[src/rtl/pong_pkg.sv]
// Shared constants for the paddle input path: FSM state encodings and button bit positions.
package pong_pkg;

   localparam logic [0:0] ST_IDLE = 1'b0;
   localparam logic [0:0] ST_HOLD = 1'b1;

   localparam int BTN_R = 0;
   localparam int BTN_L = 1;

   typedef logic [1:0] btn_pair_t;

   // True when exactly one direction is pressed.
   function automatic logic is_single(input btn_pair_t b);
      return b[BTN_R] ^ b[BTN_L];
   endfunction

endpackage

[src/rtl/btn_debounce.sv]
// One button channel: 2-FF synchroniser, counter-based debounce and a one-cycle press pulse.
module btn_debounce #(
   parameter int DEBOUNCE_CYCLES = 1000000,
   parameter int CNT_W           = 20
) (
   input  logic i_clk,
   input  logic i_rst_n,
   input  logic i_btn,
   output logic o_stable,
   output logic o_press
);

   localparam logic [CNT_W-1:0] CNT_LAST = CNT_W'(DEBOUNCE_CYCLES - 1);

   logic             sync1_q, sync1_d;
   logic             sync2_q, sync2_d;
   logic             stable_q, stable_d;
   logic             press_q, press_d;
   logic [CNT_W-1:0] cnt_q, cnt_d;

   always_comb begin
      sync1_d  = i_btn;
      sync2_d  = sync1_q;
      stable_d = stable_q;
      cnt_d    = cnt_q;
      press_d  = 1'b0;
      if (sync2_q == stable_q) begin
         cnt_d = '0;
      end else if (cnt_q == CNT_LAST) begin
         stable_d = sync2_q;
         cnt_d    = '0;
         // stable_q is necessarily the opposite level here, so this is a 0->1 edge only
         press_d  = sync2_q;
      end else begin
         cnt_d = cnt_q + CNT_W'(1);
      end
   end

   always_ff @(posedge i_clk or negedge i_rst_n) begin
      if (!i_rst_n) begin
         sync1_q  <= 1'b0;
         sync2_q  <= 1'b0;
         stable_q <= 1'b0;
         press_q  <= 1'b0;
         cnt_q    <= '0;
      end else begin
         sync1_q  <= sync1_d;
         sync2_q  <= sync2_d;
         stable_q <= stable_d;
         press_q  <= press_d;
         cnt_q    <= cnt_d;
      end
   end

   assign o_stable = stable_q;
   assign o_press  = press_q;

endmodule

[src/rtl/btn_conditioner.sv]
// Paddle button conditioner: debounced left/right levels, press pulses and a
// hold-to-accelerate FSM that turns frames held into a per-frame step size.
module btn_conditioner
   import pong_pkg::*;
#(
   parameter int DEBOUNCE_CYCLES = 1000000,
   parameter int CNT_W           = 20,
   parameter int ACCEL_FRAMES    = 15,
   parameter int MAX_LEVEL       = 3,
   parameter int BASE_STEP       = 3,
   parameter int STEP_W          = 5
) (
   input  logic              i_clk,
   input  logic              i_rst_n,
   input  logic [1:0]        i_btn,
   input  logic              i_ani_stb,
   output logic [1:0]        o_btn_lr,
   output logic [1:0]        o_press,
   output logic [1:0]        o_level,
   output logic [STEP_W-1:0] o_step
);

   localparam int              FR_W    = (ACCEL_FRAMES > 1) ? $clog2(ACCEL_FRAMES) : 1;
   localparam logic [FR_W-1:0] FR_LAST = FR_W'(ACCEL_FRAMES - 1);
   localparam logic [1:0]      LVL_MAX = 2'(MAX_LEVEL);

   // Constant multiply; folds into shifts/adds.
   function automatic logic [STEP_W-1:0] step_for(input logic [1:0] lvl);
      return STEP_W'(BASE_STEP * (int'(lvl) + 1));
   endfunction

   btn_pair_t stable;
   btn_pair_t press;

   btn_debounce #(
      .DEBOUNCE_CYCLES (DEBOUNCE_CYCLES),
      .CNT_W           (CNT_W)
   ) u_db_r (
      .i_clk    (i_clk),
      .i_rst_n  (i_rst_n),
      .i_btn    (i_btn[BTN_R]),
      .o_stable (stable[BTN_R]),
      .o_press  (press[BTN_R])
   );

   btn_debounce #(
      .DEBOUNCE_CYCLES (DEBOUNCE_CYCLES),
      .CNT_W           (CNT_W)
   ) u_db_l (
      .i_clk    (i_clk),
      .i_rst_n  (i_rst_n),
      .i_btn    (i_btn[BTN_L]),
      .o_stable (stable[BTN_L]),
      .o_press  (press[BTN_L])
   );

   logic [0:0]        state_q, state_d;
   btn_pair_t         dir_q, dir_d;
   logic [FR_W-1:0]   frame_q, frame_d;
   logic [1:0]        level_q, level_d;
   logic [STEP_W-1:0] step_q, step_d;

   always_comb begin
      state_d = state_q;
      dir_d   = dir_q;
      frame_d = frame_q;
      level_d = level_q;
      case (state_q)
         ST_IDLE: begin
            level_d = '0;
            frame_d = '0;
            if (is_single(stable)) begin
               state_d = ST_HOLD;
               dir_d   = stable;
            end
         end
         ST_HOLD: begin
            // Any pattern change takes priority over a coincident strobe.
            if (!is_single(stable)) begin
               state_d = ST_IDLE;
               level_d = '0;
               frame_d = '0;
            end else if (stable != dir_q) begin
               dir_d   = stable;
               level_d = '0;
               frame_d = '0;
            end else if (i_ani_stb) begin
               if (frame_q == FR_LAST) begin
                  frame_d = '0;
                  level_d = (level_q >= LVL_MAX) ? LVL_MAX : level_q + 2'd1;
               end else begin
                  frame_d = frame_q + FR_W'(1);
               end
            end
         end
         default: begin
            state_d = ST_IDLE;
            level_d = '0;
            frame_d = '0;
         end
      endcase
      step_d = step_for(level_d);
   end

   always_ff @(posedge i_clk or negedge i_rst_n) begin
      if (!i_rst_n) begin
         state_q <= ST_IDLE;
         dir_q   <= '0;
         frame_q <= '0;
         level_q <= '0;
         step_q  <= step_for(2'd0);
      end else begin
         state_q <= state_d;
         dir_q   <= dir_d;
         frame_q <= frame_d;
         level_q <= level_d;
         step_q  <= step_d;
      end
   end

   assign o_btn_lr = stable;
   assign o_press  = press;
   assign o_level  = level_q;
   assign o_step   = step_q;

endmodule

[config.mk]
export PLATFORM = sky130hd
export DESIGN_NAME = btn_conditioner
export DESIGN_NICKNAME = d
export VERILOG_FILES = /design/src/rtl/pong_pkg.sv /design/src/rtl/btn_debounce.sv /design/src/rtl/btn_conditioner.sv
export SDC_FILE = /design/constraint.sdc
export NUM_CORES = 1
export LEC_CHECK = 0
export CAP_MARGIN = 20
export CELL_PAD_IN_SITES_DETAIL_PLACEMENT = 1
export CELL_PAD_IN_SITES_GLOBAL_PLACEMENT = 1
export CORE_UTILIZATION = 35
export DETAILED_ROUTE_END_ITERATION = 10
export PLACE_DENSITY_LB_ADDON = 0.1
export SLEW_MARGIN = 20
export SYNTH_ARGS = -nofsm -noshare
export SYNTH_HDL_FRONTEND = slang
export SYNTH_HIERARCHICAL = 1
export SYNTH_SLANG_ARGS = --single-unit
[constraint.sdc]
create_clock -name i_clk -period 5.8 [get_ports i_clk]
set_input_delay 1.16 -clock i_clk [delete_from_list [all_inputs] [get_ports i_clk]]
set_output_delay 1.16 -clock i_clk [all_outputs]
set_load 0.02 [all_outputs]
==> results.toml, run 1 <==
[outcome]
status = "finished clean"

[clock_network]
clk_path_buf_depth = 2
cts_tree = "done"
cts-root-buf = "clkbuf_8"
clkTransAtPathRegs_ns = 0.07
post_cts_resized = 0
cts_htree_levels = 3
post_cts_buffers = 0
clk_latency_ns = 0.34
holdBufCountCts = 0
cts_sinks = 62
numCtsBuffers = 9

[floorplan]
die-height_um = 94.0
die_x_um = 94.0
io_pins = 16
dieArea_sq_um = 8840
rows = 33
start_util_pct = 36.1
core_region_area_sq_um = 8220

[timing]
post-route-min-period_ns = 2.70
slew_viol_final = 0
rsz0062_at_grt = "no"
layout_setup_ws_ns = 3.10
hold_violations = 0
tightest_slew_ns = 0.803
fmax_ghz = 0.370
relSlewSlack_pct = 46.4
fin_crit_sh_pct = 46.5
finalClockSkew_ns = 0.00500
finalSetupViolCount = 0
setup-tns-final_ns = 0

[final_layout]
layout-drive-gt1-share_pct = 11.0
antennaDiodeCount = 0
final_cells = 415
mostFrequentLayoutCell = "dfrtp_1"
mostFrequentLayoutCells = "dfrtp_1 (60), nor2_1 (42), xnor2_1 (19)"
area_growth_pct = 15.0
layout.nets = 317

[logic_synthesis]
ys_warn_count = 6
synth_fp_nets = 296
synth_edf_count = 0
ys_seq_elements = 62
ys_seq_area_share_pct = 52.4
synth.avg_cell_area_sq_um = 10.4
synth_area_sq_um = 2960
synthFlopType = "dfrtp_1"
yosysUniqueCellTypes = 44
async_reset_ff_share_pct = 100
synthCells = 284

[setup_path]
crit_path_max_fanout = 9
end_kind = "primary output"
slowest_stage = "clkdlybuf4s50_1"
crit_buf_inv = 1
crit_arrival_ns = 1.54
r2r_slack_ns = 3.65
cp-start-kind = "flip-flop"
crit_required_ns = 4.64
path_class = "flip-flop to primary output"
crit_family = "buffers and inverters"
path_cells = "clkdlybuf4s50_1"
cp_slowest_stage_delay_ns = 0.68

[pwr]
swShare_pct = 22.9
leakagePower_nw = 1.37
seqPwrFrac_pct = 53.1
power.switching_w = 0.000190
clkPwrFrac_pct = 43.9
p_total_w = 0.000832
p_int_w = 0.000642
pwr-share-comb_pct = 3.0
peakVddDrop_mv = 0.0839
powerDensity_nw_per_um2 = 244

[grt]
overflow = 0
track_usage_pct = 15.4
grt_pass1_wl_um = 10400
grt_max_degree = 63
grt_pass1_vias = 2180
antenna_found_initial = 0

[drt]
ant_nets = 0
wirelength_um = 5750
num_vias = 2130
dr.pass1.iters = 4
dr_wl_met2_um = 2560
drt_iter0_drc = 74
wl_per_cell_um = 13.9
routedLengthMet1_um = 2920
met3_wirelength_um = 153
route.top_layer_used = "met4"
via_per_inst = 5.13
drc = 0

[place]
hpwlAfterDp_um = 3850
port_buffers = 15
placed_cells = 399
place_congestion = 0.745
post-place-ws_ns = 2.77

[worst_hold_path]
worstHoldPathType = "flip-flop to flip-flop"

[job]
maxCapViolCount = 0
-- final timing paths --
kind / startpoint / cells after the start / to
worst max-delay path: u_db_r/o_stable / 1 / o_btn_lr[0]
worst min-delay path: u_db_l/sync1_q / 0 / u_db_l/sync2_q
worst max register to register: u_db_r/cnt_q[0] / 5 / u_db_r/cnt_q[18]
worst min register to register: u_db_l/sync1_q / 0 / u_db_l/sync2_q
max in group asynchronous: i_rst_n / 2 / u_db_r/cnt_q[3]
min in group asynchronous: i_rst_n / 2 / u_db_r/cnt_q[13]
-- cell families after synthesis --
kind of cell | after synthesis | synth area share, %
AO/OA/AOI/OAI | 37 | 8.53
XOR/XNOR | 29 | 8.57
adder cells (fa/ha/maj) | 8 | 3.29
buffers and inverters | 24 | 3.17
flip-flops | 62 | 52.4
multiplexers | 3 | 1.10
AND/OR/NAND/NOR | 121 | 22.9
-- layout make-up --
type | instances | area (sq um)
fill | 918 | 4810
sequential | 62 | 1550
multi-input combinational | 198 | 1320
timing repair buffer | 17 | 160
clock buffer | 12 | 135
tap | 105 | 131
inverter | 17 | 63.8
clock inverter | 4 | 47.5
-- routing by layer --
layer  up-vias  global-route usage (%)
met5         -                       0
met4         0                    7.69
met3         9                    4.13
met2        21                    23.0
met1      1063                    20.4
li1       1037                       -
-- metrics by stage --
stage,hold WS (ns),util (%),instance area [sq um]
5_1_grt,0.360,41.5,3410
2_1_floorplan,0.331,-,2960
4_1_cts,0.357,41.5,3410
3_3_place_gp,0.340,39.3,3230
3_5_place_dp,0.341,39.3,3230
6_report,0.354,41.5,3410
-- sequential cells by signal, indices dropped and copies added (netlist names) --
| register | flops |
|---|---|
| u_db_l/cnt_q | 20 |
| u_db_r/cnt_q | 20 |
| o_step | 5 |
| frame_q | 4 |
| dir_q | 2 |
| o_level | 2 |
| state_q | 1 |
| u_db_l/o_press | 1 |
| u_db_l/o_stable | 1 |
| u_db_l/sync1_q | 1 |
| u_db_l/sync2_q | 1 |
| u_db_r/o_press | 1 |
| u_db_r/o_stable | 1 |
| u_db_r/sync1_q | 1 |
| u_db_r/sync2_q | 1 |
-- power groups by stage --
stage | logic, W | registers [W] | clock network (W)
2_1_floorplan | 0.0000105 | 0.000449 | 0
3_3_place_gp | 0.0000260 | 0.000450 | 0
3_5_place_dp | 0.0000262 | 0.000450 | 0
4_1_cts | 0.0000263 | 0.000442 | 0.000380
5_1_grt | 0.0000297 | 0.000442 | 0.000399
6_report | 0.0000249 | 0.000442 | 0.000366
-- synthesized netlist by cell type (2+ instances only) --
master    instances  area share, %
and3_1            2           0.42
clkbuf_1          4           0.51
xor2_1           10            3.0
o31ai_1           5            1.3
dfrtp_1          60             51
or2_2             2           0.42
mux2_2            2           0.76
or3_1             5            1.1
and3b_1           2           0.59
a21oi_1          16            2.7
inv_1            17            2.2
nand4_1           7            1.5
or3_2             3           0.76
nand2_1           9            1.1
nor4_1            7            1.5
ha_1              7            3.0
nand4_4           2            1.4
o21ai_0           9            1.5
or4_1             7            1.8
nor2_1           42            5.3
nand3_1          18            3.0
dfstp_2           2            1.8
xnor2_1          19            5.6
buf_2             2           0.34
nor3_1            6            1.0
Note: power is estimated with default switching activity, not from simulation.
==> run 2, diff against run 1 <==
- clock period: 5.8 -> 2.2 ns (I/O delays scaled with it)
==> results.toml, run 2 (same netlist as run 1, synthesis figures left out) <==
[job]
maxCapViolCount = 0

[place]
port_buffers = 15
hpwlAfterDp_um = 4130
place_congestion = 0.724
post-place-ws_ns = -0.0217

[setup_path]
path_cells = "ha_1 -> nand2_1 -> or4_1 -> or4_1 -> a21oi_1"
crit_required_ns = 2.46
cp_slowest_stage_delay_ns = 0.64
crit_path_max_fanout = 8
crit_buf_inv = 0
path_class = "flip-flop to flip-flop"
crit_arrival_ns = 2.31
crit_family = "simple AND/OR/NAND/NOR gates"
cp-start-kind = "flip-flop"
r2r_slack_ns = 0.15
cpMostUsedCell = "or4_1"
r2r_start = "u_db_r/cnt_q[0]"
slowest_stage = "or4_1"
end_kind = "flip-flop"
rr_worst_depth = 5
r2r-end = "u_db_r/cnt_q[18]"

[final_layout]
fill_cells = 919
area_growth_pct = 18.8
layout-drive-gt1-share_pct = 14.6
mostFrequentLayoutCell = "dfrtp_1"
antennaDiodeCount = 0
layout.nets = 328
mostFrequentLayoutCells = "dfrtp_1 (60), nor2_1 (42), xnor2_1 (19)"

[pwr]
p_total_w = 0.00225
peakVddDrop_mv = 0.292
powerDensity_nw_per_um2 = 640
leakagePower_nw = 1.44

[drt]
wirelength_um = 6040
via_per_inst = 5.06
num_vias = 2155
drc = 0
dr.pass1.iters = 4
ant_nets = 0
wl_per_cell_um = 14.2
drt_iter0_drc = 46

[timing]
setup-tns-final_ns = 0
layout_setup_ws_ns = 0.154
tightest_slew_ns = 0.419
whs_ns = 0.0996
finalSetupViolCount = 0
post-route-min-period_ns = 2.05
fin_crit_sh_pct = 93.0
relSlewSlack_pct = 71.9
slew_viol_final = 0
hold_violations = 0
finalClockSkew_ns = 0.00728
fmax_ghz = 0.489
rsz0062_at_grt = "no"

[worst_hold_path]
worstHoldPathType = "input port to asynchronous set/reset pin"

[clock_network]
cts_tree = "done"
cts-root-buf = "clkbuf_8"
clk_latency_ns = 0.33
holdBufCountCts = 0
clkTransAtPathRegs_ns = 0.07
clk_path_buf_depth = 2
post_cts_resized = 0
cts_htree_levels = 3
post_cts_buffers = 0
cts_sinks = 62
numCtsBuffers = 9

[floorplan]
rows = 33
core_region_area_sq_um = 8220
die_x_um = 94.0
start_util_pct = 36.1
dieArea_sq_um = 8840
die-height_um = 94.0
io_pins = 16

[grt]
overflow = 0
grt_pass1_vias = 2260
grt_pass1_wl_um = 10800
grt_max_degree = 63
antenna_found_initial = 0
track_usage_pct = 15.9

[outcome]
status = "finished clean"
-- run 2: changes by cell type in the layout (fill, tap and decap cells not counted) --
cell	delta
buf_4	+10
clkbuf_1	-2
clkbuf_8	+2
buf_12	+1
clkinv_2	+1
clkinvlp_4	-1
-- run 2: cell type report --
class	count	area [sq um]	share of cell area [%]
sequential	62	1550	44.1
tap	105	131	3.73
timing repair buffer	28	255	7.25
multi-input combinational	198	1320	37.4
clock inverter	4	45.0	1.28
clock buffer	12	155	4.41
inverter	17	63.8	1.81
-- run 2: worst max path at each step --
stage                                from          endpoint  slack (ns)  depth (start not counted)
final                     u_db_r/cnt_q[0]  u_db_r/cnt_q[18]        0.15                          5
after global placement          i_ani_stb         o_step[4]        0.02                          5
after detailed placement        i_ani_stb         o_step[4]       -0.02                          5
after global routing      u_db_r/cnt_q[0]  u_db_r/cnt_q[18]        0.02                          5
after floorplan           u_db_r/cnt_q[0]  u_db_r/cnt_q[18]        0.22                          6
after CTS                      frame_q[0]         o_step[4]        0.15                          6
-- run 2: where the power goes --
part           internal [W]   total, W  switching (W)
clock network      0.000580    0.00101       0.000434
logic             0.0000257  0.0000744      0.0000487
registers           0.00115    0.00116      0.0000117
total               0.00176    0.00225       0.000494
-- run 2: through the flow --
stage	util [%]	cell area (sq um)	cells
after floorplan	-	2960	284
after global placement	40.4	3320	410
after detailed placement	40.4	3320	410
after CTS	42.9	3520	426
after global routing	42.9	3520	426
final	42.9	3520	426
-- run 2: routing by layer --
layer  global-route usage (%)  part of all wire [%]  vias up
li1                         -                     -     1056
met1                     20.9                    49     1064
met2                     25.1                    47       24
met3                     2.91                   2.3       11
met4                     8.08                   1.9        0
met5                        0                     0        -
==> run 3, diff against run 2 <==
- ABC_AREA: unset -> 1
==> results.toml, run 3 <==
[outcome]
status = "finished clean"

[final_layout]
layout.nets = 467
final_cells = 593
area_growth_pct = 15.4
fill_cells = 1226
mostFrequentLayoutCell = "nand2_1"
seq_area_sq_um = 1550
layout-drive-gt1-share_pct = 19.3
multi_input_area_sq_um = 1820
fin_util_pct = 42.0
antennaDiodeCount = 0
mostFrequentLayoutCells = "nand2_1 (79), nor2_1 (72), dfrtp_1 (60)"

[pwr]
pwr-share-comb_pct = 3.7
p_int_w = 0.00168
peakVddDrop_mv = 0.277
clkPwrFrac_pct = 43.0
leakagePower_nw = 2.06
swShare_pct = 23.0
seqPwrFrac_pct = 53.3
p_total_w = 0.00218
powerDensity_nw_per_um2 = 528
power.switching_w = 0.000501

[timing]
rsz0062_at_grt = "no"
relSlewSlack_pct = 75.7
finalSetupViolCount = 0
fin_crit_sh_pct = 91.0
finalClockSkew_ns = 0.00636
fmax_ghz = 0.500
post-route-min-period_ns = 2.00
slew_viol_final = 0
setup-tns-final_ns = 0
hold_violations = 0
tightest_slew_ns = 0.364
whs_ns = 0.109

[setup_path]
cp-start-kind = "flip-flop"
crit_path_max_fanout = 6
cp_slowest_stage_delay_ns = 0.41
path_class = "flip-flop to flip-flop"
slowest_stage = "dfrtp_1"
path_cells = "inv_1 -> ha_1 -> nand3_2 -> nor2_1 -> nand3b_1 -> nand3_4 -> inv_1 -> ha_1 -> a22o_1"
end_kind = "flip-flop"
crit_required_ns = 2.43
crit_arrival_ns = 2.23

[job]
maxCapViolCount = 0

[grt]
grt_pass1_vias = 2931
antenna_found_initial = 0
track_usage_pct = 17.5
grt_pass1_wl_um = 14000
overflow = 0
grt_max_degree = 63

[drt]
via_per_inst = 4.72
drc = 0
wirelength_um = 8220
wl_per_cell_um = 13.9
ant_nets = 0
dr.pass1.iters = 4
drt_iter0_drc = 79
num_vias = 2800

[logic_synthesis]
ys_seq_area_share_pct = 43.5
synth_most_common_cell = "nand2_1"
synth.avg_cell_area_sq_um = 8.45
yosysUniqueCellTypes = 31
synth_commonest_cells = "nand2_1 (79), nor2_1 (72), dfrtp_1 (60), inv_1 (44), nand3_1 (35)"
async_reset_ff_share_pct = 100
synth_area_sq_um = 3570
synth_edf_count = 0
synthFlopType = "dfrtp_1"
yosys-top-cells-area = "dfrtp_1 (42%), nand2_1 (8.3%), nor2_1 (7.6%), nand3_1 (4.9%), inv_1 (4.6%)"
ys_seq_elements = 62
synth_fp_nets = 435
ys_warn_count = 6
synthCells = 423
yosys.area.top_type = "dfrtp_1"
synth_top_area_share_pct = 42.0

[clock_network]
post_cts_buffers = 0
post_cts_resized = 0
cts_sinks = 62
clkTransAtPathRegs_ns = 0.07
cts_tree = "done"
clk_path_buf_depth = 2
numCtsBuffers = 9
clk_latency_ns = 0.34
holdBufCountCts = 0
cts_htree_levels = 3
cts-root-buf = "clkbuf_8"

[place]
placed_cells = 577
place_congestion = 0.763
hpwlAfterDp_um = 6160
port_buffers = 15

[floorplan]
dieArea_sq_um = 10600
die_x_um = 103
io_pins = 16
core_region_area_sq_um = 9820
die-height_um = 103
start_util_pct = 36.4
rows = 36

[worst_hold_path]
worstHoldPathType = "input port to asynchronous set/reset pin"
## run 3: cell types whose count changed after synthesis, sizes merged, moves of 6 or more
cell / delta
o31ai: -6
nand2: +87
or3: -8
nor2: +53
nand3: +24
or4: -7
inv: +37
a21oi: -10
xnor2: -12
nor4: -7
## run 3: power by group through the flow
stage	combinational (W)	clock [W]	sequential (W)
after floorplan	0.0000337	0	0.00118
after global placement	0.0000824	0	0.00118
after detailed placement	0.0000845	0	0.00118
after CTS	0.0000845	0.000981	0.00116
after global routing	0.0000947	0.00102	0.00116
final	0.0000797	0.000938	0.00116
## run 3: final cells by class
type / instances / share of cell area (%)
tap: 133 / 4.03
multi-input combinational: 307 / 44.1
inverter: 54 / 4.91
timing repair buffer: 21 / 4.91
clock inverter: 1 / 0.121
sequential: 62 / 37.7
clock buffer: 15 / 4.28
## run 3: metal layers
layer	wire length [um]	vias to the layer above	track usage (%)
met3	163	13	3.80
met1	3860	1373	21.7
li1	-	1395	-
met2	4040	19	29.6
met5	0	-	0
met4	155	0	7.04
## run 3: critical path, delay by kind of cell, from the launching register on
kind            cells  cell delay, ns
simple gates        4            0.58
buf+inv             2            0.17
flops               1            0.41
compound gates      1            0.21
fa+ha+maj           2            0.51
## run 3: cell families (layout without fill, tap and decap cells)
logic type               after synthesis  after routing  synth area share (%)
AND/OR/NAND/NOR                      257            257                  38.5
flip-flops                            62             62                  43.5
buffers and inverters                 54             91                  5.67
XOR/XNOR                              22             22                  5.81
AO/OA/AOI/OAI                         21             21                  4.06
adder cells (fa/ha/maj)                7              7                  2.45
## run 3: worst paths after layout
| check | startpoint | end | slack, ns | cells after the start |
|---|---|---|---|---|
| max | frame_q[0] | o_step[4] | 0.20 | 9 |
| min | i_rst_n | u_db_l/cnt_q[4] | 0.11 | 2 |
| max reg2reg | frame_q[0] | o_step[4] | 0.20 | 9 |
| min reg2reg | u_db_r/sync1_q | u_db_r/sync2_q | 0.35 | 0 |
| max in group asynchronous | i_rst_n | o_step[0] | 1.78 | 2 |
| min in group i_clk | u_db_r/sync1_q | u_db_r/sync2_q | 0.35 | 0 |
## run 3: through the flow
| stage | cell area (sq um) | setup WS (ns) |
|---|---|---|
| 2_1_floorplan | 3570 | 0.278 |
| 3_3_place_gp | 3940 | 0.0954 |
| 3_5_place_dp | 3940 | 0.0461 |
| 4_1_cts | 4130 | 0.168 |
| 5_1_grt | 4130 | 0.0714 |
| 6_report | 4130 | 0.198 |
